## src/rtl/dm_axi_master.sv

```systemverilog
// ---------------------------------------------------------------------------
// dm_axi_master
//
// Bridges the CPU data-memory port to one AXI4 master. Every access is a
// single beat (LEN=0, SIZE=4 bytes, INCR). The CPU is frozen through
// DM_STALL for as long as the bus transaction is in flight. One DONE
// cycle with DM_STALL low then lets the pipeline step past the access.
//
// Optional feature macro: DM_AXI_RESP_CHK_EN
//   defined   : a non-OKAY RRESP/BRESP sets the sticky resp_err flag, and
//               an errored read loads rdata with zero.
//   undefined : responses are ignored, resp_err stays 0, and rdata always
//               takes RDATA.
//
// Ports
//   clk, rst           clock, asynchronous active-high reset
//   MemRead            load request from the MEM stage
//   MemWrite[3:0]      active-low byte write enables (4'hf = no write)
//   addr, wdata        byte address and lane-aligned store data
//   rdata              registered load data
//   DM_STALL           pipeline freeze
//   AR*/R*/AW*/W*/B*   AXI4 master channels (single beat)
//   resp_err           sticky bus-error flag
// ---------------------------------------------------------------------------
module dm_axi_master #(
  parameter int unsigned          ID_WIDTH  = 4,
  parameter logic [ID_WIDTH-1:0]  MASTER_ID = 4'h1
) (
  input  logic                clk,
  input  logic                rst,
  input  logic                MemRead,
  input  logic [3:0]          MemWrite,
  input  logic [31:0]         addr,
  input  logic [31:0]         wdata,
  output logic [31:0]         rdata,
  output logic                DM_STALL,
  output logic [ID_WIDTH-1:0] ARID,
  output logic [31:0]         ARADDR,
  output logic [3:0]          ARLEN,
  output logic [2:0]          ARSIZE,
  output logic [1:0]          ARBURST,
  output logic                ARVALID,
  input  logic                ARREADY,
  input  logic [ID_WIDTH-1:0] RID,
  input  logic [31:0]         RDATA,
  input  logic [1:0]          RRESP,
  input  logic                RLAST,
  input  logic                RVALID,
  output logic                RREADY,
  output logic [ID_WIDTH-1:0] AWID,
  output logic [31:0]         AWADDR,
  output logic [3:0]          AWLEN,
  output logic [2:0]          AWSIZE,
  output logic [1:0]          AWBURST,
  output logic                AWVALID,
  input  logic                AWREADY,
  output logic [31:0]         WDATA,
  output logic [3:0]          WSTRB,
  output logic                WLAST,
  output logic                WVALID,
  input  logic                WREADY,
  input  logic [ID_WIDTH-1:0] BID,
  input  logic [1:0]          BRESP,
  input  logic                BVALID,
  output logic                BREADY,
  output logic                resp_err
);

  localparam logic [2:0] S_IDLE = 3'd0;
  localparam logic [2:0] S_AR   = 3'd1;
  localparam logic [2:0] S_R    = 3'd2;
  localparam logic [2:0] S_AW   = 3'd3;
  localparam logic [2:0] S_B    = 3'd4;
  localparam logic [2:0] S_DONE = 3'd5;

  logic [2:0]  state_q, state_d;
  logic [31:0] addr_q, addr_d;
  logic [31:0] wdata_q, wdata_d;
  logic [3:0]  wstrb_q, wstrb_d;
  logic [31:0] rdata_q, rdata_d;
  logic        arvalid_q, arvalid_d;
  logic        rready_q, rready_d;
  logic        awvalid_q, awvalid_d;
  logic        wvalid_q, wvalid_d;
  logic        bready_q, bready_d;
  logic        resp_err_q, resp_err_d;

  logic        wr_s;
  logic        req_s;
  logic        busy_s;
  logic        aw_done_s;
  logic        w_done_s;
  logic        unused_s;

  assign wr_s  = (MemWrite != 4'hf);
  assign req_s = MemRead | wr_s;

  // In AW the valid flops double as the per-channel "not yet done" flags:
  // a channel is done once its valid has dropped or is handshaking now.
  assign aw_done_s = ~awvalid_q | AWREADY;
  assign w_done_s  = ~wvalid_q  | WREADY;

  assign busy_s = (state_q == S_AR) | (state_q == S_R) |
                  (state_q == S_AW) | (state_q == S_B);

  // The stall must rise in the same cycle as the request, so it is decoded
  // combinationally; reset forces it low so a frozen pipeline can restart.
  assign DM_STALL = ~rst & (((state_q == S_IDLE) & req_s) | busy_s);

  assign ARID    = MASTER_ID;
  assign ARADDR  = addr_q;
  assign ARLEN   = 4'h0;
  assign ARSIZE  = 3'b010;
  assign ARBURST = 2'b01;
  assign ARVALID = arvalid_q;
  assign RREADY  = rready_q;
  assign AWID    = MASTER_ID;
  assign AWADDR  = addr_q;
  assign AWLEN   = 4'h0;
  assign AWSIZE  = 3'b010;
  assign AWBURST = 2'b01;
  assign AWVALID = awvalid_q;
  assign WDATA   = wdata_q;
  assign WSTRB   = wstrb_q;
  assign WLAST   = wvalid_q;
  assign WVALID  = wvalid_q;
  assign BREADY  = bready_q;
  assign rdata   = rdata_q;
  assign resp_err = resp_err_q;

`ifdef DM_AXI_RESP_CHK_EN
  assign unused_s = ^{RID, BID, RLAST, addr[1:0]};
`else
  assign unused_s = ^{RID, BID, RLAST, addr[1:0], RRESP, BRESP};
`endif

  // Next-state and next-output computation for the access sequencer.
  always_comb begin
    state_d    = state_q;
    addr_d     = addr_q;
    wdata_d    = wdata_q;
    wstrb_d    = wstrb_q;
    rdata_d    = rdata_q;
    arvalid_d  = arvalid_q;
    rready_d   = rready_q;
    awvalid_d  = awvalid_q;
    wvalid_d   = wvalid_q;
    bready_d   = bready_q;
    resp_err_d = resp_err_q;

    case (state_q)
      S_IDLE: begin
        if (req_s) begin
          addr_d  = {addr[31:2], 2'b00};
          wdata_d = wdata;
          wstrb_d = ~MemWrite;
          // A store wins when the CPU presents both a load and a store.
          if (wr_s) begin
            state_d   = S_AW;
            awvalid_d = 1'b1;
            wvalid_d  = 1'b1;
          end else begin
            state_d   = S_AR;
            arvalid_d = 1'b1;
          end
        end else begin
          state_d = S_IDLE;
        end
      end

      S_AR: begin
        if (ARREADY) begin
          arvalid_d = 1'b0;
          rready_d  = 1'b1;
          state_d   = S_R;
        end else begin
          state_d = S_AR;
        end
      end

      S_R: begin
        if (RVALID) begin
          rready_d = 1'b0;
          state_d  = S_DONE;
`ifdef DM_AXI_RESP_CHK_EN
          if (RRESP != 2'b00) begin
            rdata_d    = 32'h0000_0000;
            resp_err_d = 1'b1;
          end else begin
            rdata_d = RDATA;
          end
`else
          rdata_d = RDATA;
`endif
        end else begin
          state_d = S_R;
        end
      end

      S_AW: begin
        // Address and data channels retire independently of each other.
        if (awvalid_q & AWREADY) begin
          awvalid_d = 1'b0;
        end else begin
          awvalid_d = awvalid_q;
        end
        if (wvalid_q & WREADY) begin
          wvalid_d = 1'b0;
        end else begin
          wvalid_d = wvalid_q;
        end
        if (aw_done_s & w_done_s) begin
          bready_d = 1'b1;
          state_d  = S_B;
        end else begin
          state_d = S_AW;
        end
      end

      S_B: begin
        if (BVALID) begin
          bready_d = 1'b0;
          state_d  = S_DONE;
`ifdef DM_AXI_RESP_CHK_EN
          if (BRESP != 2'b00) begin
            resp_err_d = 1'b1;
          end else begin
            resp_err_d = resp_err_q;
          end
`endif
        end else begin
          state_d = S_B;
        end
      end

      S_DONE: begin
        // The CPU advances during this cycle; its request is not sampled.
        state_d = S_IDLE;
      end

      default: begin
        state_d   = S_IDLE;
        arvalid_d = 1'b0;
        rready_d  = 1'b0;
        awvalid_d = 1'b0;
        wvalid_d  = 1'b0;
        bready_d  = 1'b0;
      end
    endcase
  end

  // State, latched request and handshake registers.
  always_ff @(posedge clk or posedge rst) begin
    if (rst) begin
      state_q    <= S_IDLE;
      addr_q     <= 32'h0000_0000;
      wdata_q    <= 32'h0000_0000;
      wstrb_q    <= 4'h0;
      rdata_q    <= 32'h0000_0000;
      arvalid_q  <= 1'b0;
      rready_q   <= 1'b0;
      awvalid_q  <= 1'b0;
      wvalid_q   <= 1'b0;
      bready_q   <= 1'b0;
      resp_err_q <= 1'b0;
    end else begin
      state_q    <= state_d;
      addr_q     <= addr_d;
      wdata_q    <= wdata_d;
      wstrb_q    <= wstrb_d;
      rdata_q    <= rdata_d;
      arvalid_q  <= arvalid_d;
      rready_q   <= rready_d;
      awvalid_q  <= awvalid_d;
      wvalid_q   <= wvalid_d;
      bready_q   <= bready_d;
      resp_err_q <= resp_err_d;
    end
  end

endmodule
```

## config.mk

```make
export PLATFORM = sky130hd
export DESIGN_NAME = dm_axi_master
export DESIGN_NICKNAME = d
export VERILOG_FILES = /design/src/rtl/dm_axi_master.sv
export SDC_FILE = /design/constraint.sdc
export NUM_CORES = 1
export LEC_CHECK = 0
export CAP_MARGIN = 20
export CORE_MARGIN = 1
export CORE_UTILIZATION = 34
export DETAILED_ROUTE_END_ITERATION = 10
export GPL_ROUTABILITY_DRIVEN = 0
export PLACE_DENSITY = 0.74
export SETUP_SLACK_MARGIN = 0.05
export SLEW_MARGIN = 20
export SYNTH_ARGS = -nofsm -noshare
export SYNTH_HDL_FRONTEND = slang
export SYNTH_SLANG_ARGS = --single-unit
```

## constraint.sdc

```tcl
create_clock -name clk -period 2.95 [get_ports clk]
set_input_delay 0.295 -clock clk [delete_from_list [all_inputs] [get_ports clk]]
set_output_delay 0.295 -clock clk [all_outputs]
set_load 0.03 [all_outputs]
```

==> results of run 1 <==
layer usage:
layer / part of all wire (%) / GRT usage (%) / vias to the layer above
met5: 0 / 0 / -
met4: 1.3 / 4.861 / 0
met3: 11 / 6.462 / 11
met2: 50 / 25.43 / 181
met1: 39 / 17.81 / 1581
li1: - / - / 1470
worst paths after layout:
check                      startpoint        end
setup / recovery           state_q[1]   DM_STALL
min in group asynchronous         rst  rdata[30]
setup reg to reg           state_q[2]  rdata[25]
max in group asynchronous         rst    AWVALID
hold / removal               WSTRB[1]   WSTRB[1]
hold reg to reg              WSTRB[1]   WSTRB[1]
cell families after synthesis:
| family | count (synthesis) | synth area share [%] |
|---|---|---|
| flops | 106 | 55.75 |
| simple gates | 25 | 3.366 |
| buf+inv | 82 | 12.70 |
| mux | 94 | 24.22 |
| compound gates | 25 | 3.813 |
| other cells | 2 | 0.1578 |
cells in the final DEF (no fill, tap or decap), types with 5 or more instances in the layout:
cell	Yosys	layout
clkdlybuf4s50_1	0	240
dfrtp_1	106	106
mux2_2	39	39
conb_1	2	31
mux2_1	30	30
mux2_4	25	25
clkbuf_16	0	9
buf_4	62	7
nand2_1	6	6
nand2b_1	5	5
inv_1	6	5
nor2_1	5	5
a21o_1	5	5
layout make-up:
class	instances	area (sq um)	share of cell area [%]
Multi-Input combinational cell	175	1618	22.03
Sequential cell	106	2653	36.12
Clock buffer	11	252.7	3.442
Tap cell	176	220.2	2.999
Timing Repair Buffer	248	2475	33.70
Clock inverter	4	98.84	1.346
Inverter	6	26.28	0.3578
registers in the layout, summed over array words and instances (netlist names):
signal / cells
WDATA: 32
state_q: 3
WSTRB: 4
AWVALID: 1
WLAST: 1
RREADY: 1
BREADY: 1
ARADDR: 30
rdata: 32
ARVALID: 1
power groups by stage:
stage / Clock, mW / Sequential (mW) / Combinational (mW)
floorplan: 0 / 4.06 / 2.39
global placement: 0 / 2.62 / 5.73
detailed placement: 0 / 2.67 / 5.80
CTS: 1.42 / 2.64 / 5.82
global route: 1.48 / 2.74 / 6.04
finish: 1.37 / 2.63 / 5.75
metrics by stage:
step / area, sq um / util (%)
2_1_floorplan: 4871 / -
3_3_place_gp: 6992 / 51.97
3_5_place_dp: 6992 / 51.97
4_1_cts: 7343 / 54.59
5_1_grt: 7343 / 54.59
6_report: 7343 / 54.59
==> impl_metrics.tcl, run 1 <==
set metrics [dict create \
    diodes 0 \
    end_kind "output pin" \
    slew_headroom_pct 45.22 \
    drcViolationCount 0 \
    yosys_warnings 0 \
    grt_usage_pct 15.30 \
    tritoncts "yes" \
    p_leak_nw 3.179 \
    synth_cell_types 35 \
    synth_top_cells_by_area "dfrtp_1, buf_4, mux2_2" \
    dieArea_sq_um 14470 \
    drive_gt1_share_pct 16.73 \
    r2r_setup_slack_ps 1210 \
    vias 3243 \
    slowest_delay_ps 610 \
    power.share.switching_pct 41.11 \
    ant_nets 0 \
    synth_seq_cells 106 \
    hold_violations 0 \
    wire_per_inst_um 15.16 \
    cp_slowest_cell "clkdlybuf4s50_1" \
    p_seq_share_pct 27.0 \
    avgSynthCellArea_sq_um 14.25 \
    cts_num_sinks 106 \
    power.density_nw_per_um2 1329 \
    yosysTopAreaCell "dfrtp_1" \
    drt_wl_total_mm 11.01 \
    drt-initial-drc-count 89 \
    clkLatencyLatePin_ps 340 \
    crit_chain "buf_4 -> or3_1 -> o311a_1 -> clkdlybuf4s50_1" \
    post_cts_resized 0 \
    ir_drop_mv 0.6602 \
    fillers 1141 \
    switching_power_mw 4.013 \
    status "finished, final reports clean" \
    crit_cells 4 \
    grt_pass1_wl_mm 17.14 \
    overflow 0 \
    hpwl_mm 8.314 \
    grt_pass1_vias 3354 \
    p_comb_share_pct 58.9 \
    intPower_mw 5.748 \
    setup_ws_ps 391.5 \
    timing.final.crit_share_pct 86.73 \
    finalMaxSlewViolations 0 \
    yosysMostFrequentCell "dfrtp_1" \
    synth_area_sq_um 4758 \
    cp_num_buf_inv 2 \
    min_path_type "register to register" \
    pre_cts_slack_ps 659.0 \
    final.setup.tns_ps 0 \
    cts.clk_slew.worst_paths_ps 70 \
    root_buffer "clkbuf_16" \
    initial_core_util_pct 35.37 \
    p_clk_share_pct 14.1 \
    worst_setup_path_start_kind "register" \
    cts_setup_buffers 0 \
    fin_nets 667 \
    synth_commonest_cells "dfrtp_1, buf_4, mux2_2" \
    cts_hold_buf 0 \
    die_x_um 120.3 \
    dp_cells 711 \
    yosysSeqAreaShare_pct 55.75 \
    synthCells 334 \
    whs_ps 478.5 \
    fin_cells 726 \
    row_count 42 \
    synth_edf_count 0 \
    antenna_found_initial 0 \
    finalClockSkew_ps 6.026 \
    synth_top_area_share_pct 55.75 \
    setup_viol 0 \
    cp_top_family "buffers and inverters" \
    tightest_slew_ps 821.7 \
    min_path_cells 1 \
    drv_cap 0 \
    crit_arrival_ps 2260 \
    coreArea_sq_um 13450 \
    synth_flop_cell "dfrtp_1" \
    reg2reg_depth 4 \
    numCtsBuffers 9 \
    grt_max_degree 66 \
    portBuffers 240 \
    worstPathMaxFanout 18 \
    dr.pass1.iters 5 \
    htree_num_levels 3 \
    rsz0062_at_grt "false" \
    crit_required_ps 2650 \
    ioPinCount 287 \
    async_flop_share_pct 100.0 \
    power_mw 9.761 \
    cts_buffer_depth 2 \
    die_y_um 120.3 \
    via_per_inst 4.467 \
    period_minus_slack_ps 2559 \
    setup.worst_path.class "register to output pin" \
    area_delta_synth_final_pct 54.33 \
    timing.fmax_mhz 390.9 \
]
(Power assumes the default switching activity.)
==> inputs of run 2 (changes only) <==
--- a/config.mk
+++ b/config.mk
@@ -12,7 +12,6 @@
 export GPL_ROUTABILITY_DRIVEN = 0
 export PLACE_DENSITY = 0.74
 export SETUP_SLACK_MARGIN = 0.05
-export SLEW_MARGIN = 20
 export SYNTH_ARGS = -nofsm -noshare
 export SYNTH_HDL_FRONTEND = slang
 export SYNTH_SLANG_ARGS = --single-unit
==> results of run 2 <==
No change in the layout: final DEF, timing and power equal those of run 1.
==> inputs of run 3 (changes only) <==
--- a/config.mk
+++ b/config.mk
@@ -6,7 +6,7 @@
 export NUM_CORES = 1
 export LEC_CHECK = 0
 export CAP_MARGIN = 20
-export CORE_MARGIN = 1
+export CORE_MARGIN = 5
 export CORE_UTILIZATION = 34
 export DETAILED_ROUTE_END_ITERATION = 10
 export GPL_ROUTABILITY_DRIVEN = 0
==> constraint.sdc (replaced) <==
create_clock -name clk -period 2.95 [get_ports clk]
set_input_delay 0.59 -clock clk [delete_from_list [all_inputs] [get_ports clk]]
set_output_delay 0.59 -clock clk [all_outputs]
set_load 0.03 [all_outputs]
==> impl_metrics.tcl, run 3 (same netlist as run 1, synthesis figures left out) <==
set metrics [dict create \
    status "finished, final reports clean" \
    crit_start "state_q[2]" \
    setup_ws_ps 403.2 \
    hold_violations 0 \
    hpwl_mm 9.101 \
    dieArea_sq_um 16460 \
    timing.final.crit_share_pct 86.33 \
    cts_num_sinks 106 \
    portBuffers 240 \
    tightest_slew_ps 595.1 \
    overflow 0 \
    fillers 1164 \
    ioPinCount 287 \
    wire_per_inst_um 16.15 \
    fin_cells 727 \
    slowest_delay_ps 560 \
    p_leak_nw 3.132 \
    postPlaceCellArea_sq_um 6984 \
    timing.fmax_mhz 392.7 \
    power.density_nw_per_um2 1316 \
    cts_buffer_depth 2 \
    cts_hold_buf 0 \
    r2r_setup_slack_ps 1100 \
    rsz0062_at_grt "false" \
    worstPathMaxFanout 14 \
    whs_ps 481.2 \
    tritoncts "yes" \
    initial_core_util_pct 34.41 \
    die_y_um 128.3 \
    period_minus_slack_ps 2547 \
    setup.worst_path.class "register to output pin" \
    drv_cap 0 \
    layout_commonest_cell "clkdlybuf4s50_1" \
    drive_gt1_share_pct 16.27 \
    cp_slowest_cell "dfrtp_1" \
    finalMaxSlewViolations 0 \
    min_path_type "register to register" \
    drt_wl_total_mm 11.74 \
    setup_viol 0 \
    area_delta_synth_final_pct 52.98 \
    dr.pass1.iters 5 \
    grt_pass1_vias 3415 \
    end_kind "output pin" \
    ant_nets 0 \
    clkLatencyLatePin_ps 340 \
    crit_required_ps 2360 \
    multiInputGateArea_sq_um 1618 \
    mostFrequentLayoutCells "clkdlybuf4s50_1, dfrtp_1, mux2_2" \
    grt_usage_pct 13.98 \
    hp-start "WSTRB[3]" \
    diodes 0 \
    crit_arrival_ps 1960 \
    cts.clk_slew.worst_paths_ps 70 \
    drt-initial-drc-count 103 \
    grt_max_degree 107 \
    root_buffer "clkbuf_16" \
    pre_cts_slack_ps 505.3 \
    via_per_inst 4.409 \
    antenna_found_initial 0 \
    coreArea_sq_um 13830 \
    worst_setup_path_start_kind "register" \
    post_cts_resized 0 \
    final_area_sq_um 7279 \
    drcViolationCount 0 \
    htree_num_levels 3 \
    die_x_um 128.3 \
    finalClockSkew_ps 7.262 \
    vias 3205 \
    grt_pass1_wl_mm 18.05 \
    crit_chain "or3_1 -> o311a_1 -> buf_4" \
    regArea_sq_um 2653 \
    slew_headroom_pct 60.33 \
    numCtsBuffers 9 \
    power_mw 9.578 \
    fin_nets 664 \
    cts_setup_buffers 0 \
    final.setup.tns_ps 0 \
    ir_drop_mv 0.6533 \
    dp_cells 712 \
    rr_startpoint "state_q[1]" \
    row_count 43 \
    post-route-util_pct 52.65 \
]
## run 3: changes by cell type in the layout (fill, tap and decap cells not counted), sizes merged
cell           change
clkinvlp           +3
buf                -2
bufinv             -2
clkdlybuf4s50      -1
clkinv             -1
## run 3: critical path, delay by kind of cell (launching register included)
kind | cells | cell delay (ps)
DFF | 1 | 560
and+or+nand+nor | 1 | 530
AOI/OAI and AO/OA | 1 | 360
buffers and inverters | 1 | 170
## run 3: cell type report
| type | instances | area share [%] |
|---|---|---|
| Clock buffer | 11 | 3.334 |
| Clock inverter | 4 | 0.7219 |
| Inverter | 6 | 0.3609 |
| Multi-Input combinational cell | 175 | 22.22 |
| Sequential cell | 106 | 36.44 |
| Tap cell | 180 | 3.094 |
| Timing Repair Buffer | 245 | 33.83 |
## run 3: worst paths after layout
| check | depth (start not counted) | end |
|---|---|---|
| max in group asynchronous | 3 | rdata[3] |
| min in group asynchronous | 3 | ARVALID |
| max reg2reg | 3 | rdata[24] |
| min | 1 | WSTRB[3] |
| min reg2reg | 1 | WSTRB[3] |
| max | 3 | DM_STALL |
## run 3: routing by layer
metal	share of wire (%)	vias to the layer above	global-route usage, %	wire [um]
met3	11	12	6.792	1324
li1	-	1470	-	-
met2	50	158	23.17	5925
met5	0	-	0	0
met1	37	1565	16.23	4366
met4	1.1	0	3.745	127
## run 3: power breakdown
| part | internal, mW | switching, mW | leakage, nW |
|---|---|---|---|
| logic | 2.66 | 3.04 | 1.75 |
| clock network | 0.677 | 0.509 | 0.134 |
| registers | 2.20 | 0.496 | 1.25 |
| total | 5.54 | 4.04 | 3.13 |
